$ cat config.mk
export PLATFORM = sky130hd
export DESIGN_NAME = tape_out_capture
export DESIGN_NICKNAME = d
export VERILOG_FILES = /design/src/rtl/tape_out_capture.sv
export SDC_FILE = /design/constraint.sdc
export NUM_CORES = 1
export LEC_CHECK = 0
export BUFFER_PORTS_ARGS = -buffer_cell sky130_fd_sc_hd__buf_2
export CAP_MARGIN = 20
export CORE_MARGIN = 1
export CORE_UTILIZATION = 63
export DETAILED_ROUTE_END_ITERATION = 16
export GPL_TIMING_DRIVEN = 1
export PLACE_DENSITY = 0.79
export REMOVE_ABC_BUFFERS = 1
export SYNTH_ARGS = -nofsm -noshare
export SYNTH_HDL_FRONTEND = slang
export SYNTH_SLANG_ARGS = --single-unit
$ cat constraint.sdc
create_clock -name clk -period 4.95 [get_ports clk]
set_clock_uncertainty 0.05 [all_clocks]
set_input_delay 0.2475 -clock clk [delete_from_list [all_inputs] [get_ports clk]]
set_output_delay 0.2475 -clock clk [all_outputs]
set_load 0.02 [all_outputs]
$ cat src/rtl/tape_out_capture.sv
// tape_out_capture
//   Recovers Oric cassette bytes from the K7_TAPEOUT waveform. The period
//   between rising edges of tape_in is measured on clk and classified as a
//   1 bit, a 0 bit, a glitch or a timeout. Bits are framed as Oric bytes
//   (start 0, 8 data bits LSB first, odd parity, stop 1s) and completed
//   bytes are queued in a first-word-fall-through FIFO for the HPS upload.
//
// Configuration macro:
//   TAPE_CAPTURE_PARITY_EN - when defined, the parity bit is checked and a
//   failure sets parity_err. When undefined, the parity bit is still
//   consumed (framing is unchanged) and parity_err is tied to 0.
//
// Ports:
//   clk        in   system clock (clk_sys)
//   reset      in   asynchronous active-high reset
//   enable     in   capture enable; low holds the framer in IDLE
//   tape_in    in   raw tape level, asynchronous to clk
//   rd         in   pop the FIFO head (ignored when empty)
//   dout       out  FIFO head byte, valid while empty is 0
//   empty      out  FIFO empty
//   level      out  FIFO occupancy
//   byte_cnt   out  bytes decoded since reset/clear, wraps
//   parity_err out  sticky parity failure
//   overflow   out  sticky dropped-byte flag
//   active     out  framer is not in IDLE
//   clr_flags  in   synchronous clear of parity_err, overflow and byte_cnt
module tape_out_capture #(
  parameter int unsigned MIN_PERIOD = 4000,
  parameter int unsigned THRESH     = 12500,
  parameter int unsigned MAX_PERIOD = 40000,
  parameter int unsigned FIFO_AW    = 4
) (
  input  logic               clk,
  input  logic               reset,
  input  logic               enable,
  input  logic               tape_in,
  input  logic               rd,
  output logic [7:0]         dout,
  output logic               empty,
  output logic [FIFO_AW:0]   level,
  output logic [15:0]        byte_cnt,
  output logic               parity_err,
  output logic               overflow,
  output logic               active,
  input  logic               clr_flags
);

  localparam logic [15:0] MIN_P = 16'(MIN_PERIOD);
  localparam logic [15:0] THR_P = 16'(THRESH);
  localparam logic [15:0] MAX_P = 16'(MAX_PERIOD);
  localparam logic [15:0] TMO_P = 16'(MAX_PERIOD + 1);

  typedef enum logic [1:0] {S_IDLE, S_DATA, S_PARITY} state_t;

  logic sync1_q, sync1_d, sync2_q, sync2_d, lvl_q, lvl_d, edge_q, edge_d;
  logic [15:0] per_q, per_d;
  state_t state_q, state_d;
  logic [2:0] idx_q, idx_d;
  logic [7:0] shreg_q, shreg_d;
  logic [FIFO_AW:0] wr_ptr_q, wr_ptr_d, rd_ptr_q, rd_ptr_d;
  logic [15:0] byte_cnt_q, byte_cnt_d;
  logic ovf_q, ovf_d;
  logic [7:0] mem [0:(1 << FIFO_AW) - 1];

  logic is_glitch, is_tmo, bit_vld, bit_val, force_idle;
  logic push_req, full, fifo_empty, do_pop, do_push;

  // Synchronizer, edge register and period counter
  always_comb begin
    sync1_d = tape_in;
    sync2_d = sync1_q;
    lvl_d   = sync2_q;
    edge_d  = sync2_q & ~lvl_q;

    is_glitch = (per_q < MIN_P);
    is_tmo    = (per_q > MAX_P);
    bit_vld   = edge_q && !is_glitch && !is_tmo;
    bit_val   = (per_q < THR_P);

    // Glitch edges leave the counter running so the real period survives.
    per_d = per_q;
    if (edge_q && !is_glitch) per_d = 16'd1;
    else if (per_q != 16'hFFFF) per_d = per_q + 16'd1;

    force_idle = !enable || (edge_q && is_tmo) || (per_q == TMO_P);
  end

  // Framer
`ifdef TAPE_CAPTURE_PARITY_EN
  logic par_bad;
  logic perr_q, perr_d;
`endif

  always_comb begin
    state_d  = state_q;
    idx_d    = idx_q;
    shreg_d  = shreg_q;
    push_req = 1'b0;
`ifdef TAPE_CAPTURE_PARITY_EN
    par_bad  = 1'b0;
`endif
    if (force_idle) begin
      state_d = S_IDLE;
    end else if (bit_vld) begin
      unique case (state_q)
        S_IDLE: begin
          if (!bit_val) begin
            state_d = S_DATA;
            idx_d   = 3'd0;
          end
        end
        S_DATA: begin
          shreg_d = {bit_val, shreg_q[7:1]};
          idx_d   = idx_q + 3'd1;
          if (idx_q == 3'd7) state_d = S_PARITY;
        end
        S_PARITY: begin
          push_req = 1'b1;
`ifdef TAPE_CAPTURE_PARITY_EN
          // Odd parity: data ones plus the parity bit must be odd.
          par_bad  = ~(^shreg_q ^ bit_val);
`endif
          state_d  = S_IDLE;
        end
        default: state_d = S_IDLE;
      endcase
    end
  end

  // FIFO and status
  always_comb begin
    fifo_empty = (wr_ptr_q == rd_ptr_q);
    full       = (wr_ptr_q[FIFO_AW] != rd_ptr_q[FIFO_AW]) &&
                 (wr_ptr_q[FIFO_AW-1:0] == rd_ptr_q[FIFO_AW-1:0]);
    do_pop     = rd && !fifo_empty;
    // A pop in the same cycle frees the slot the full-FIFO push lands in.
    do_push    = push_req && (!full || do_pop);

    wr_ptr_d = wr_ptr_q;
    rd_ptr_d = rd_ptr_q;
    if (do_push) wr_ptr_d = wr_ptr_q + 1'b1;
    if (do_pop)  rd_ptr_d = rd_ptr_q + 1'b1;

    // A push in the same cycle as clr_flags leaves the count at 1.
    byte_cnt_d = byte_cnt_q;
    if (push_req) byte_cnt_d = clr_flags ? 16'd1 : byte_cnt_q + 16'd1;
    else if (clr_flags) byte_cnt_d = 16'd0;

    ovf_d = clr_flags ? 1'b0 : ovf_q;
    if (push_req && full && !do_pop) ovf_d = 1'b1;

`ifdef TAPE_CAPTURE_PARITY_EN
    perr_d = clr_flags ? 1'b0 : perr_q;
    if (par_bad) perr_d = 1'b1;
`endif
  end

  always_ff @(posedge clk or posedge reset) begin
    if (reset) begin
      sync1_q    <= 1'b0;
      sync2_q    <= 1'b0;
      lvl_q      <= 1'b0;
      edge_q     <= 1'b0;
      per_q      <= 16'hFFFF;
      state_q    <= S_IDLE;
      idx_q      <= 3'd0;
      wr_ptr_q   <= '0;
      rd_ptr_q   <= '0;
      byte_cnt_q <= 16'd0;
      ovf_q      <= 1'b0;
    end else begin
      sync1_q    <= sync1_d;
      sync2_q    <= sync2_d;
      lvl_q      <= lvl_d;
      edge_q     <= edge_d;
      per_q      <= per_d;
      state_q    <= state_d;
      idx_q      <= idx_d;
      wr_ptr_q   <= wr_ptr_d;
      rd_ptr_q   <= rd_ptr_d;
      byte_cnt_q <= byte_cnt_d;
      ovf_q      <= ovf_d;
    end
  end

`ifdef TAPE_CAPTURE_PARITY_EN
  always_ff @(posedge clk or posedge reset) begin
    if (reset) perr_q <= 1'b0;
    else       perr_q <= perr_d;
  end
  assign parity_err = perr_q;
`else
  assign parity_err = 1'b0;
`endif

  // Data-only storage: contents are meaningless until framed/pushed.
  always_ff @(posedge clk) begin
    shreg_q <= shreg_d;
    if (do_push) mem[wr_ptr_q[FIFO_AW-1:0]] <= shreg_q;
  end

  assign dout     = fifo_empty ? 8'h00 : mem[rd_ptr_q[FIFO_AW-1:0]];
  assign empty    = fifo_empty;
  assign level    = wr_ptr_q - rd_ptr_q;
  assign byte_cnt = byte_cnt_q;
  assign overflow = ovf_q;
  assign active   = (state_q != S_IDLE);

endmodule

==> results.md, run 1 <==
* PwrDens at around 400 nW/um2
* Initial DRC count at 472
* Top cell type's share of synthesized area at approximately half
* Initial antenna violation count at 0
* Top FF cell, synth: edfxtp_1
* Slew of the pin with the lowest slew margin at 0.812 ns
* Startpoint types: flop
* Netlist Area Pre-Place at a little over 8000 um2
* Fin crit share at a little under three quarters
* Clk_lat worst skew at about 0.43 ns
* Max cap viols at 0
* Synthesized netlist cell count at roughly 540
* Nature of the critical path endpoint: flop
* RSZ-0062 raised after global routing: false
* Die Area at 13600 um2
* Crit-path max FO at 15
* WP data required at roughly 5 ns
* Share of cells above drive strength 1 at between 20% and 30%
* Met2 WL at around 8400 um
* Final HPWL DP at 11200 um
* Count of cell types in the netlist at 54
* Initial Utilization at 65.0%
* #FFs+latches synth at roughly 190
* Root Driver: clkbuf_16
* ANT cells at 0
* Core footprint at 12700 um2
* Worst-path clk slew at roughly 0.070 ns
* Pin count of the biggest net entering global routing at 53
* Count leader, synth: edfxtp_1
* Detailed Routing Iterations Pass 1 at 5
* First-pass GRT wire length at 26500 um
* Htree depth at 4
* Final GP Congestion at between 0.8 and 0.9
* Setup CP Type: reg -> reg
* Detailed Route WL at around 17000 um
* Leak Pwr at between 2 and 3 nW
* Critical Path AT at roughly 3.6 ns
* Number of synthesis warnings at 0
* Post-Route M1 WL at ~7200 um
* Pre-CTS setup slack at between 1 and 1.5 ns
* Tot GR Track Use at between 20 and 30%
* Via density at roughly 6.5
* Slew margin rel. at between 40 and 50%
* Number of global-route vias before repair at between 4k and 5k
* FP Rows at a little over 40
* Die W at between 100 and 150 um
* PortBufs at 37
* Top post-synthesis cells by count: edfxtp_1 (136), mux4_2 (40), dfrtp_1 (36), nor2_1 (26), xnor2_1 (24)
* Area of the multi-input gates at 2650 um2
* Max Used Layer: met4
* P&R area growth vs syn at 11.2%
* NumNets Final at around 600
* Minimum clock period at roughly 3.5 ns
* Endpoints failing setup at 0
* Avg Cell Area, Syn at roughly 15 um2
* Worst vdd ir at between 0.3 and 0.4 mV
* # DRC at 0
* F_max at 285 MHz
* Storage element area at around 5400 um2
* WL/cell at between 20 and 25 um
* Final hold vios at 0
* Die height at approximately 120 um
* I/O Pins at 39
* Setup TNS at 0 ns
* Async SR Flop Fraction at 27.7%
* Status: completed
* Met3 wire len at around 1300 um
* Post-synth EDFFs at 136
* Largest cells by area after synthesis: edfxtp_1 (49%), dfrtp_1 (11%), mux4_2 (11%), dfstp_2 (5.1%), xnor2_1 (2.5%)
* Sequential share of the synthesized area at about two thirds
* Total gr overflow at 0
* TritonCTS clock tree: yes
* CTS sink cnt at 188
* Synth area leader: edfxtp_1
* Routed Antenna Nets at 0
* Hold Path Class: in -> reg
* Number of fill cells at ~830
* Max-slew violations at 0
* CTS Buffer Depth at 2
* Setup WS post-layout at 1.44 ns
* Via Count at approximately 4.9k
* CTS Buf Count at 17
## cells by family (layout without fill, tap and decap cells)
family                     after synthesis  in the layout  synth area share (%)
AOI/OAI and AO/OA                       65             65                  5.37
xor gates and xnor gates                26             26                  2.75
adders and majority gates               15             15                  2.36
buffers and inverters                   50            100                  2.57
DFF                                    188            188                  65.4
muxes                                   43             43                  11.3
other                                    1              1                0.0454
and+or+nand+nor                        148            148                  10.2
## per-layer routing
layer  up-vias  global-route usage [%]
li1       2160                       -
met4         0                    11.2
met1      2484                    39.1
met5         -                       0
met3        35                    6.43
met2       221                    42.6
## registers in the layout, summed over array words and instances (netlist names), 2 cells and up
| signal | count |
|---|---|
| rd_ptr_q | 5 |
| state_q | 2 |
| wr_ptr_q | 5 |
| idx_q | 3 |
| mem | 128 |
| shreg_q | 8 |
| per_q | 16 |
| byte_cnt | 16 |
## worst max-delay path, cell delays in order, from the launching register on
cell	delay [ns]
dfstp_2	0.61
or4b_1	0.47
or4_4	0.51
o21ai_1	0.43
and2_1	0.60
and3_1	0.50
## cell usage in the layout (no fill, tap or decap), types with 19 or more instances in the layout
master	n
a21oi_1	19
buf_2	37
dfrtp_1	35
edfxtp_1	136
inv_1	21
mux4_2	40
nor2_1	26
xnor2_1	24
## report_power, final
| part | switching [mW] | leakage (nW) | total [mW] | internal [mW] |
|---|---|---|---|---|
| logic | 0.318 | 1.06 | 0.544 | 0.226 |
| clock network | 0.604 | 0.264 | 1.31 | 0.701 |
| registers | 0.0341 | 1.40 | 1.73 | 1.69 |
## worst paths after layout
| check | from | to | slack (ns) | cells past startpoint |
|---|---|---|---|---|
| min | enable | state_q[1] | 0.14 | 3 |
| max | per_q[6] | mem[11][5] | 1.44 | 5 |
| min in group asynchronous | reset | byte_cnt[12] | 0.25 | 3 |
| min reg2reg | sync1_q | lvl_d | 0.31 | 0 |
| max reg2reg | per_q[6] | mem[11][5] | 1.44 | 5 |
| max in group asynchronous | reset | per_q[12] | 4.02 | 4 |
## per-stage QoR
step	cell area [um2]	cells	total power, mW	utilization (%)	hold WS (ns)
final	9190	758	3.58	72.2	0.142
after global routing	9190	758	3.68	72.2	0.161
after CTS	9150	754	3.60	71.9	0.0671
after detailed placement	8570	722	2.31	67.4	0.288
after global placement	8570	722	2.29	67.4	0.294
after floorplan	8140	509	2.16	-	0.229
## what timing repair did
item,4_1_cts,5_1_grt
hold buffers,1,1
buffers inserted,0,0
hold endpoints to repair,1,10
resized for setup,0,0
## final cells by class
class                   count  share of cell area (%)
flip-flops and latches    188                    58.8
multi-input cells         298                    28.8
clock buffers              17                    4.63
repair buffers             46                    2.94
well taps                 172                    2.34
clock inverters            14                    1.51
inverters                  23                   0.939
Power figures use the tool's default switching activity.
==> run 2, diff against run 1 <==
CORE_UTILIZATION = 61   (was 63)
PLACE_DENSITY = 0.77   (was 0.79)
clock period = 3.5 ns   (was 4.95 ns; I/O delays follow)
==> run 2 against run 1 <==
  * Largest power group unchanged
  * Combinational power increased by 49%
  * First-iteration DRC count increased by 5.5%
  * Non-clock buffer count increased by 8
  * Setup slack got worse by 0.96 ns
==> results.md, run 2 (same netlist as run 1, synthesis figures left out) <==
* # DRC at 0 (unchanged)
* Most frequent cells in the layout: edfxtp_1 (136), mux4_2 (40), buf_2 (37)
* Max cap viols at 0 (unchanged)
* Met3 Use GR at 7.34% (+0.90 points)
* Slowest-stage cell, CP: dfrtp_1
* DP Area at 8650 um2 (+0.93%)
* Pre-CTS setup slack at 0.562 ns (-0.915 ns)
* Initial antenna violation count at 0 (unchanged)
* Fin crit share at 86.4% (+15 points)
* PwrDens at 554 nW/um2 (+42%)
* Via Count at 4997 (+2.0%)
* Number of global-route vias before repair at 4987 (+5.5%)
* Initial DRC count at 498 (+5.5%)
* Leak Pwr at 2.78 nW (+2.3%)
* Critical Path AT at 3.06 ns (-0.49 ns)
* Setup WS post-layout at 0.478 ns (-0.963 ns)
* Slew of the pin with the lowest slew margin at 0.824 ns (+0.0125 ns)
* Number of fill cells at 899 (+8.7%)
* Die W at 118 um (+1.6%)
* Minimum clock period at 3.02 ns (-0.487 ns)
* Die Area at 14000 um2 (+3.2%)
* Status: completed
* Tot GR Track Use at 28.5% (+0.65 points)
* Worst vdd ir at 0.485 mV (+60%)
* F_max at 331 MHz (+16%)
* Htree depth at 4 (unchanged)
* Clk_lat worst skew at 0.43 ns (about the same)
* Hold Path Depth at 3 (unchanged)
* Commonest non-fill, non-tap cell in the layout: edfxtp_1
* CTS Buffer Depth at 2 (unchanged)
* Share of cells above drive strength 1 at 24.4% (+0.14 points)
* Critical path depth at 9 (+4)
* CTS resizes at 0 (unchanged)
* TritonCTS clock tree: yes
* Met2 Track Usage GR at 46.9% (+4.3 points)
* WP data required at 3.54 ns (-1.45 ns)
* First-pass GRT wire length at 28600 um (+7.7%)
* CP top delay family: simple AND/OR/NAND/NOR gates
* Area of the multi-input gates at 2650 um2 (unchanged)
* Root Driver: clkbuf_16
* Final hold vios at 0 (unchanged)
* Storage element area at 5410 um2 (unchanged)
* Reg2reg setup slack at 0.48 ns (-0.96 ns)
* Total gr overflow at 0 (unchanged)
* Finished Cell Area at 9280 um2 (+0.91%)
* Via density at 6.48 (+0.26%)
* RSZ-0062 raised after global routing: false
* Crit path cell chain: inv_2 -> ha_1 -> nand4_1 -> nor3_1 -> nor4b_1 -> buf_4 -> and2_1 -> buf_4 -> and3_1
* CTS sink cnt at 188 (unchanged)
* Endpoints failing setup at 0 (unchanged)
* Worst-path clk slew at 0.06 ns (about the same)
* Most Used Layer, Global Route: met2
* WL/cell at 23.9 um (+3.6%)
* Max-slew violations at 0 (unchanged)
* Pin count of the biggest net entering global routing at 53 (unchanged)
* Final GP Congestion at 0.839 (-6.7%)
* ANT cells at 0 (unchanged)
* Crit-path max FO at 9 (-6)
* Die height at 118 um (+1.6%)
* NumNets Final at 603 (+1.3%)
* Routed Antenna Nets at 0 (unchanged)
* Crit-path max cell delay at 0.44 ns (-0.17 ns)
* PortBufs at 37 (unchanged)
* Initial Utilization at 62.4% (-2.6 points)
* CTS Buf Count at 17 (unchanged)
* Startpoint types: flop
* Final HPWL DP at 11700 um (+4.0%)
* P&R area growth vs syn at 12.2%
* Critical path's most frequent cell: buf_4
* Core footprint at 13200 um2 (+4.1%)
* Nature of the critical path endpoint: flop
* Fin util at 70.0% (-2.2 points)
* Hold Path Class: in -> reg
* FP Rows at 42 (+2.4%)
* Setup CP Type: reg -> reg
* Detailed Routing Iterations Pass 1 at 7 (+2)
* Worst Reg-to-Reg Cells at 9 (+4)
* Met1 GRT Util at 36.8% (-2.4 points)
* Slew margin rel. at 45.1% (-0.63 points)
* Worst path buffer plus inverter count at 3 (+3)
* Largest register FFs at 128 (unchanged)
* Detailed Route WL at 18400 um (+5.4%)
* I/O Pins at 39 (unchanged)
run 2: cell count changes in the layout (fill, tap and decap cells not counted):
cell        change
buf_4          +10
bufinv_16       +2
clkbuf_1        +6
clkbuf_4        -2
clkbuf_8        +1
clkinv_2        +2
clkinv_4        -1
clkinvlp_4      -4
inv_6           -3
inv_8           -2
run 2: through the flow:
stage / hold slack, ns / cells / TNS, ns / power [mW]
CTS: 0.0493 / 770 / 0 / 5.16
global placement: 0.235 / 736 / 0 / 3.25
finish: 0.0750 / 771 / 0 / 5.14
detailed placement: 0.242 / 736 / 0 / 3.28
floorplan: 0.156 / 509 / -24.24 / 3.06
global route: 0.0897 / 771 / 0 / 5.31
run 2: worst paths after layout:
| path | from | endpoint |
|---|---|---|
| setup / recovery | rd_ptr_q[2] | mem[0][1] |
| min in group asynchronous | reset | byte_cnt[14] |
| max in group asynchronous | reset | per_q[11] |
| setup reg to reg | rd_ptr_q[2] | mem[0][1] |
| hold / removal | enable | state_q[1] |
| hold reg to reg | sync1_q | lvl_d |
run 2: final cells by class:
type                    count  share of cell area (%)
inverters                  23                   0.931
flip-flops and latches    188                    58.3
clock inverters             8                    1.31
repair buffers             54                    3.56
clock buffers              24                    4.98
multi-input cells         298                    28.6
well taps                 176                    2.37
run 2: report_power, final:
group / total, mW / switching, mW / internal (mW)
clock network: 1.91 / 0.766 / 1.14
logic: 0.809 / 0.480 / 0.329
registers: 2.43 / 0.0288 / 2.40
run 2: layer usage:
layer / share of wire [%] / vias up
met5: 0 / -
met3: 7.2 / 30
met2: 52 / 231
met4: 2.3 / 0
li1: - / 2188
met1: 39 / 2548
run 2: what timing repair did:
item	4_1_cts	5_1_grt
buffers inserted	0	0
hold buffers	2	0
endpoints found under the hold margin	33	0
run 2: tightest hold or removal path, cell delays in order:
cell and delay, ns:
buf_2 0.14, nand2_1 0.14, a21oi_1 0.05
==> run 3, diff against run 2 <==
--- a/config.mk
+++ b/config.mk
@@ -15,2 +15,3 @@
 export REMOVE_ABC_BUFFERS = 1
+export SLEW_MARGIN = 20
 export SYNTH_ARGS = -nofsm -noshare
--- a/constraint.sdc
+++ b/constraint.sdc
@@ -4,2 +4,2 @@
 set_output_delay 0.175 -clock clk [all_outputs]
-set_load 0.02 [all_outputs]
+set_load 0.05 [all_outputs]
==> run 3 against run 2 <==
  * Cell area is 0.20% lower
  * Critical path depth shrank 4
  * Sequential share of layout area rose by 0.12 points
  * Register-to-register slack hardly changed
  * Power is 2.8% higher
  * Worst hold slack about the same
  * Wire length down 0.48%
  * Via count decreased by 0.50%
  * Critical endpoint is now dout[2]
  * Largest cell class unchanged
  * Largest power group unchanged
==> results.md, run 3 (same netlist as run 1, synthesis figures left out) <==
* F_max at 325 MHz (-1.7%)
* Post-Route M1 WL at 7150 um (+0.39%)
* First-pass GRT wire length at 28600 um (unchanged)
* # DRC at 0 (unchanged)
* Die W at 118 um (unchanged)
* Detailed Route WL at 18300 um (-0.48%)
* Routed Antenna Nets at 0 (unchanged)
* Via density at 6.46 (-0.37%)
* Share of cells above drive strength 1 at 24.2% (-0.13 points)
* Minimum clock period at 3.08 ns (+0.0528 ns)
* Fin util at 69.9% (-0.14 points)
* Number of global-route vias before repair at 4987 (unchanged)
* Initial DRC count at 562 (+13%)
* Post-CTS Setup Inserts at 0 (unchanged)
* Hold Path Depth at 3 (unchanged)
* Reg2reg setup slack at 0.48 ns (about the same)
* Slew margin rel. at 41.7% (-3.3 points)
* Htree depth at 4 (unchanged)
* CTS resizes at 0 (unchanged)
* Final HPWL DP at 11700 um (unchanged)
* Core footprint at 13200 um2 (unchanged)
* Storage element area at 5410 um2 (unchanged)
* CTS sink cnt at 188 (unchanged)
* FP Rows at 42 (unchanged)
* Commonest non-fill, non-tap cell in the layout: edfxtp_1
* TritonCTS clock tree: yes
* Clk_lat worst skew at 0.43 ns (about the same)
* Via Count at 4972 (-0.50%)
* I/O Pins at 39 (unchanged)
* WL/cell at 23.8 um (-0.35%)
* Leak Pwr at 2.77 nW (-0.35%)
* Status: completed
* Initial antenna violation count at 0 (unchanged)
* Initial Utilization at 62.4% (unchanged)
* Worst Reg-to-Reg Cells at 9 (unchanged)
* Number of fill cells at 900 (+0.11%)
* Die Area at 14000 um2 (unchanged)
* Tot GR Track Use at 28.5% (unchanged)
* Nature of the critical path endpoint: output pin
* Root Driver: clkbuf_16
* Crit-path max FO at 35 (+26)
* Detailed Routing Iterations Pass 1 at 5 (-2)
* CTS Buf Count at 17 (unchanged)
* Worst-path clk slew at 0.06 ns (about the same)
* Die height at 118 um (unchanged)
* CTS Hold Bufs at 2 (unchanged)
* PwrDens at 571 nW/um2 (+3.0%)
* NumNets Final at 602 (-0.17%)
* Final GP Congestion at 0.839 (unchanged)
* Final hold vios at 0 (unchanged)
* Largest register FFs at 128 (unchanged)
* CTS Buffer Depth at 2 (unchanged)
* Total gr overflow at 0 (unchanged)
* Inst Count DP at 736 (unchanged)
* Slew of the pin with the lowest slew margin at 0.874 ns (+0.0498 ns)
* Setup TNS at 0 ns (unchanged)
* Setup CP Type: reg -> out
* Worst vdd ir at 0.485 mV (about the same)
* WP data required at 3.27 ns (-0.27 ns)
* Met2 WL at 9420 um (-1.2%)
* Met3 wire len at 1340 um (+1.1%)
* Most frequent cells in the layout: edfxtp_1 (136), mux4_2 (40), buf_2 (37)
* Max Used Layer: met4
* ANT cells at 0 (unchanged)
* Endpoints failing setup at 0 (unchanged)
* Pre-CTS setup slack at 0.562 ns (unchanged)
* RSZ-0062 raised after global routing: false
* Area of the multi-input gates at 2650 um2 (unchanged)
* Pin count of the biggest net entering global routing at 53 (unchanged)
* Startpoint types: flop
* Hold Path Class: in -> reg
* PortBufs at 37 (unchanged)
* Fin crit share at 87.9% (+1.5 points)
* Setup WS post-layout at 0.425 ns (-0.0528 ns)
* Finished Layout Cells at 770 (-0.13%)
* Max cap viols at 0 (unchanged)
* P&R area growth vs syn at 12.0%
* Critical Path AT at 2.85 ns (-0.21 ns)
* Max-slew violations at 0 (unchanged)
==> run 3: cell types whose count changed in the layout (fill, tap and decap cells not counted), sizes merged <==
cell | before | now
buf | 52 | 51
clkinv | 5 | 6
inv | 23 | 22
==> run 3: cell type report <==
class                      count  share of cell area, %
clock buffer                  24                   4.99
timing repair buffer          53                   3.35
clock inverter                 8                   1.31
sequential                   188                   58.4
tap                          176                   2.38
inverter                      23                  0.946
multi-input combinational    298                   28.6
==> run 3: per-stage QoR <==
stage | power (mW) | cell area, um2 | hold slack, ns
global placement | 3.40 | 8650 | 0.235
floorplan | 3.21 | 8140 | 0.156
detailed placement | 3.43 | 8650 | 0.242
global route | 5.46 | 9260 | 0.0897
finish | 5.28 | 9260 | 0.0752
CTS | 5.31 | 9260 | 0.0493
==> run 3: worst max-delay path, stage by stage, from the launching register on <==
cell and delay (ns):
dfrtp_2 0.37, buf_4 0.53, mux4_2 0.64, mux4_2 0.51, nor2b_1 0.15, buf_2 0.21
==> run 3: power breakdown <==
| part | leakage [nW] | internal, mW | switching [mW] | total, mW |
|---|---|---|---|---|
| Clock | 0.284 | 1.14 | 0.762 | 1.90 |
| Combinational | 1.09 | 0.327 | 0.628 | 0.955 |
| Sequential | 1.40 | 2.40 | 0.0284 | 2.43 |
==> run 3: worst paths after layout <==
| check | from | to |
|---|---|---|
| max reg2reg | rd_ptr_q[2] | mem[0][2] |
| min | enable | state_q[1] |
| min reg2reg | sync1_q | lvl_d |
| max | rd_ptr_q[0] | dout[2] |
| max in group asynchronous | reset | rd_ptr_q[0] |
| min in group asynchronous | reset | rd_ptr_q[2] |
==> run 3: routing by layer <==
layer,global-route usage [%],vias up
met1,36.8,2528
li1,-,2185
met3,7.34,28
met4,10.6,0
met5,0,-
met2,46.9,231
